### src/rtl/led_serial_defs.vh
// Constants shared by the serial LED transmitter and any future receiver/driver model.
`ifndef LED_SERIAL_DEFS_VH
`define LED_SERIAL_DEFS_VH

`define LED_ST_IDLE     2'd0
`define LED_ST_LOW      2'd1
`define LED_ST_HIGH     2'd2
`define LED_ST_LATCH    2'd3

`define LED_DEF_WIDTH   8
`define LED_DEF_CLK_DIV 4

`endif

### src/rtl/led_shift_tx_pkg.sv
// Types and defaults for the serial LED transmitter; encodings come from the shared defs file.
package led_shift_tx_pkg;

`include "led_serial_defs.vh"

    typedef enum logic [1:0] {
        ST_IDLE  = `LED_ST_IDLE,
        ST_LOW   = `LED_ST_LOW,
        ST_HIGH  = `LED_ST_HIGH,
        ST_LATCH = `LED_ST_LATCH
    } led_state_e;

    localparam int DEF_WIDTH   = `LED_DEF_WIDTH;
    localparam int DEF_CLK_DIV = `LED_DEF_CLK_DIV;

    // Counter width able to hold 0..n without wrapping.
    function automatic int cnt_bits(input int n);
        return $clog2(n + 1);
    endfunction

endpackage

### src/rtl/led_shift_tx_phase_timer.sv
// Phase-length timer: counts CLK_DIV cycles while run_i is high, pulses expire_o on the last one.
// Counter returns to 0 on expiry, on restart_i and whenever idle, so each timed state starts fresh.
module led_shift_tx_phase_timer
    import led_shift_tx_pkg::*;
#(
    parameter int CLK_DIV = DEF_CLK_DIV
) (
    input  logic clk,
    input  logic rst,
    input  logic run_i,
    input  logic restart_i,
    output logic expire_o
);

    localparam int             CW   = cnt_bits(CLK_DIV);
    localparam logic [CW-1:0]  LAST = CW'(CLK_DIV - 1);

    logic [CW-1:0] div_cnt_q;
    logic [CW-1:0] div_cnt_d;

    assign expire_o = run_i && (div_cnt_q == LAST);

    always_comb begin
        div_cnt_d = div_cnt_q + CW'(1);
        if (restart_i || !run_i || expire_o) begin
            div_cnt_d = '0;
        end
    end

    always_ff @(posedge clk) begin
        if (rst) begin
            div_cnt_q <= '0;
        end else begin
            div_cnt_q <= div_cnt_d;
        end
    end

endmodule

### src/rtl/led_shift_tx.sv
// Parallel-in serial-out LED link transmitter (sclk/sdata/latch) for a 74HC595-style driver.
// Frame takes (2*WIDTH+1)*CLK_DIV cycles after handshake; load_ready is low for the whole frame.
module led_shift_tx
    import led_shift_tx_pkg::*;
#(
    parameter int WIDTH     = DEF_WIDTH,
    parameter int CLK_DIV   = DEF_CLK_DIV,
    parameter bit MSB_FIRST = 1'b1
) (
    input  logic             clk,
    input  logic             rst,
    input  logic             load_valid,
    input  logic [WIDTH-1:0] load_data,
    output logic             load_ready,
    output logic             sclk,
    output logic             sdata,
    output logic             latch,
    output logic             busy,
    output logic             done
);

    localparam int            BW       = cnt_bits(WIDTH);
    localparam logic [BW-1:0] LAST_BIT = BW'(WIDTH - 1);

    led_state_e       state_q;
    logic [WIDTH-1:0] shreg_q;
    logic [WIDTH-1:0] shreg_d;
    logic [BW-1:0]    bit_cnt_q;
    logic             sclk_q;
    logic             sdata_q;
    logic             latch_q;
    logic             busy_q;
    logic             done_q;

    logic             handshake;
    logic             phase_exp;
    logic             first_bit;
    logic             next_bit;

    assign load_ready = (state_q == ST_IDLE);
    assign handshake  = load_valid && load_ready;

    // Output end of the shift register depends on bit order; next_bit is what follows the shift.
    always_comb begin
        shreg_d   = MSB_FIRST ? {shreg_q[WIDTH-2:0], 1'b0} : {1'b0, shreg_q[WIDTH-1:1]};
        first_bit = MSB_FIRST ? load_data[WIDTH-1] : load_data[0];
        next_bit  = MSB_FIRST ? shreg_q[WIDTH-2]   : shreg_q[1];
    end

    led_shift_tx_phase_timer #(
        .CLK_DIV (CLK_DIV)
    ) u_phase_timer (
        .clk       (clk),
        .rst       (rst),
        .run_i     (state_q != ST_IDLE),
        .restart_i (handshake),
        .expire_o  (phase_exp)
    );

    // Outputs are set on the transition into each state so they line up with it cycle-for-cycle.
    always_ff @(posedge clk) begin
        if (rst) begin
            state_q   <= ST_IDLE;
            shreg_q   <= '0;
            bit_cnt_q <= '0;
            sclk_q    <= 1'b0;
            sdata_q   <= 1'b0;
            latch_q   <= 1'b0;
            busy_q    <= 1'b0;
            done_q    <= 1'b0;
        end else begin
            case (state_q)
                ST_IDLE: begin
                    done_q <= 1'b0;
                    if (handshake) begin
                        shreg_q   <= load_data;
                        bit_cnt_q <= '0;
                        sdata_q   <= first_bit;
                        busy_q    <= 1'b1;
                        state_q   <= ST_LOW;
                    end
                end
                ST_LOW: begin
                    if (phase_exp) begin
                        sclk_q  <= 1'b1;
                        state_q <= ST_HIGH;
                    end
                end
                ST_HIGH: begin
                    if (phase_exp) begin
                        shreg_q   <= shreg_d;
                        bit_cnt_q <= bit_cnt_q + BW'(1);
                        sclk_q    <= 1'b0;
                        if (bit_cnt_q == LAST_BIT) begin
                            latch_q <= 1'b1;
                            state_q <= ST_LATCH;
                        end else begin
                            sdata_q <= next_bit;
                            state_q <= ST_LOW;
                        end
                    end
                end
                ST_LATCH: begin
                    if (phase_exp) begin
                        latch_q <= 1'b0;
                        busy_q  <= 1'b0;
                        done_q  <= 1'b1;
                        state_q <= ST_IDLE;
                    end
                end
                default: begin
                    state_q <= ST_IDLE;
                end
            endcase
        end
    end

    assign sclk  = sclk_q;
    assign sdata = sdata_q;
    assign latch = latch_q;
    assign busy  = busy_q;
    assign done  = done_q;

endmodule
### config.mk
export PLATFORM = sky130hd
export DESIGN_NAME = led_shift_tx
export DESIGN_NICKNAME = d
export VERILOG_FILES = /design/src/rtl/led_shift_tx_pkg.sv /design/src/rtl/led_shift_tx_phase_timer.sv /design/src/rtl/led_shift_tx.sv
export VERILOG_INCLUDE_DIRS = /design/src /design/src/rtl
export SDC_FILE = /design/constraint.sdc
export NUM_CORES = 1
export LEC_CHECK = 0
export CAP_MARGIN = 20
export CORE_MARGIN = 8
export CORE_UTILIZATION = 54
export DETAILED_ROUTE_END_ITERATION = 10
export PLACE_DENSITY = 0.87
export SYNTH_ARGS = -nofsm -noshare
export SYNTH_HDL_FRONTEND = slang
export SYNTH_SLANG_ARGS = --single-unit
### constraint.sdc
create_clock -name clk -period 3.6 [get_ports clk]
set_input_delay 0.36 -clock clk [delete_from_list [all_inputs] [get_ports clk]]
set_output_delay 0.36 -clock clk [all_outputs]
set_load 0.02 [all_outputs]
==> impl_results.md <==
* FMAX at 453.7 MHz
* Num CTS Buffers at 3
* Crit-path max cell delay at 0.69 ns
* CP Max Fanout at 18
* Worst Path Required at 3.24 ns
* Clock root buffer: clkbuf_4
* GRT Total Usage at 12.19%
* Seq/Total Area, Yosys at 42.97%
* Register area at 420.4 um^2
* Worst slew pin tran at 0.8036 ns
* Synthesized area per cell at 9.231 um^2
* Post-cts resize count at 0
* Worst hold slack at 0.4526 ns
* Final Max Tran Viols at 0
* Worst Hold Class: flop to flop
* Hold Buf Count CTS at 0
* Fraction of registers with async set/reset at 0%
* Fill cells at 148
* # diodes at 0
* Most common cell after layout, fill and taps aside: dfxtp_1
* Max-cap check violation count at 0
* Critical Path AT at 1.84 ns
* DRT iter0 DRCs at 9
* Clock-pin slew on the worst setup and hold paths at 0.11 ns
* Post-CTS Setup Inserts at 0
* DR WL/cell at 13.74 um
* Ports at 17
* Setup TNS at 0 ns
* CTS tree: built
* Fraction of layout cells with a size suffix above 1 at 5.983%
* Die area at 3430 um^2
* Area of the multi-input gates at 500.5 um^2
* Hold Crit Depth at 1
* Slowest cell on crit path: clkdlybuf4s50_1
* Overflow after GRT at 0
* Number of port buffers at 16
* Vias in the first global route at 807
* Most used DFF post-synth: dfxtp_1
* Period utilisation layout at 61.23%
* Die Width at 58.57 um
* Htree depth at 1
* Layout net count at 132
* Clock Skew at 0.002956 ns
* Clock sink count at 21
* # DRC at 0
* Post-DP HPWL at 1401 um
* Crit path capture type: primary output
* Final period demand of the worst path at 2.204 ns
* Commonest non-fill, non-tap cells in the layout: dfxtp_1 (21), clkdlybuf4s50_1 (16), a21oi_1 (15)
* Die height at 58.57 um
* EDFF count, synth at 0
* Routed WL at 1951 um
* Pleak at 0.3904 nW
* CTS Buffer Depth at 2
* Crit start category: flop
* Seq cells post-synth at 21
* Status: finished clean
* Worst path cell trace: nor2_1, clkdlybuf4s50_1
* Ys Warns at 0
* Synth Instances at 106
* First-pass GRT wire length at 3408 um
* Syn_nets at 120
* Power Dens Cells at 364.3 nW/um^2
* Area grow syn2layout at 17.90%
* Worst reg-to-reg path cell count at 5
* Clock Latency Late Sink at 0.29 ns
* Setup-failing EPs final at 0
* RSZ-0062 raised after global routing: no
* Antenna violations before repair at 0
* Via density per instance at 5.676
* Rel. slew slack at 46.32%
* Post-route ant nets at 0
* Synthesized area at 978.4 um^2
* Yosys cell types at 29
* Core footprint at 1708 um^2
* Max rail drop VDD at 254.8 uV
* Largest net degree at the start of global routing at 22
* RePlAce Congestion at 0.7942
* Drt pass-1 iters at 4
* Final hold vios at 0
* Initial Util at 57.29%
* Via count at 806
* # rows at 15
* Setup CP Type: flop to primary output
[worst paths after layout]
check,end,from,slack [ns]
setup / recovery,load_ready,state_q[0]$_SDFFE_PP0P_,1.40
hold / removal,u_phase_timer.div_cnt_q[0]$_SDFF_PP0_,u_phase_timer.div_cnt_q[0]$_SDFF_PP0_,0.45
setup reg to reg,bit_cnt_q[3]$_SDFFE_PP0P_,u_phase_timer.div_cnt_q[0]$_SDFF_PP0_,1.50
hold reg to reg,u_phase_timer.div_cnt_q[0]$_SDFF_PP0_,u_phase_timer.div_cnt_q[0]$_SDFF_PP0_,0.45
[layer usage]
layer  vias to the layer above  track usage, %  share of wire (%)
li1                        418               -                  -
met5                         -               0                  0
met2                        19           20.16                 47
met4                         0           5.594                2.3
met3                         6           3.261                3.4
met1                       363           14.25                 48
[power breakdown]
part           total (mW)  internal (mW)  switching [mW]  leakage, nW
Sequential          0.252          0.243         0.00878        0.172
Clock               0.109         0.0431          0.0664       0.0150
Combinational      0.0585         0.0297          0.0289        0.203
[synthesized netlist by cell type (2+ instances only)]
master | instances | area, um^2
a311oi_1 | 6 | 52.55
inv_1 | 4 | 15.01
mux2i_1 | 6 | 60.06
buf_4 | 2 | 15.01
a211oi_1 | 2 | 15.01
nand2_1 | 3 | 11.26
clkbuf_1 | 6 | 22.52
mux2_2 | 3 | 33.78
o21ai_0 | 6 | 30.03
nand3_1 | 5 | 25.02
nor2_1 | 5 | 18.77
dfxtp_1 | 21 | 420.4
a21oi_1 | 15 | 75.07
nor4_1 | 3 | 18.77
nor2b_1 | 2 | 12.51
ha_1 | 3 | 37.54
a2bb2oi_1 | 2 | 17.52
[cells by family (layout without fill, tap and decap cells)]
kind of cell,after synthesis,after routing,synth area share (%)
compound gates,34,34,21.87
simple gates,25,25,14.45
flops,21,21,42.97
buf+inv,13,24,5.881
mux,10,10,11.00
fa+ha+maj,3,3,3.837
[sequential cells by signal, indices dropped and copies added (netlist names)]
register                 cells
state_q                      2
busy                         1
sclk                         1
u_phase_timer.div_cnt_q      3
done                         1
sdata                        1
bit_cnt_q                    4
shreg_q                      7
latch                        1
[worst max-delay path: cells and delay by family (launching register included)]
family / cells / cell delay (ns)
buffers and inverters: 1 / 0.69
DFF: 1 / 0.48
and+or+nand+nor: 1 / 0.38
[metrics by stage]
stage	worst slack, ns	cell area (um^2)	cells	power, mW	utilization (%)
final	1.396	1154	142	0.4202	67.55
after global placement	1.640	1127	138	0.3133	66.01
after CTS	1.396	1154	142	0.4239	67.55
after detailed placement	1.541	1127	138	0.3158	66.01
after global routing	1.289	1154	142	0.4414	67.55
after floorplan	1.986	978.4	106	0.2908	-
[area by class of cell]
class / instances / share of cell area, %
sequential: 21 / 36.44
timing repair buffer: 16 / 13.88
clock buffer: 4 / 2.278
multi-input combinational: 72 / 43.38
tap: 25 / 2.711
inverter: 4 / 1.302
Note: power is estimated with default switching activity, not from simulation.
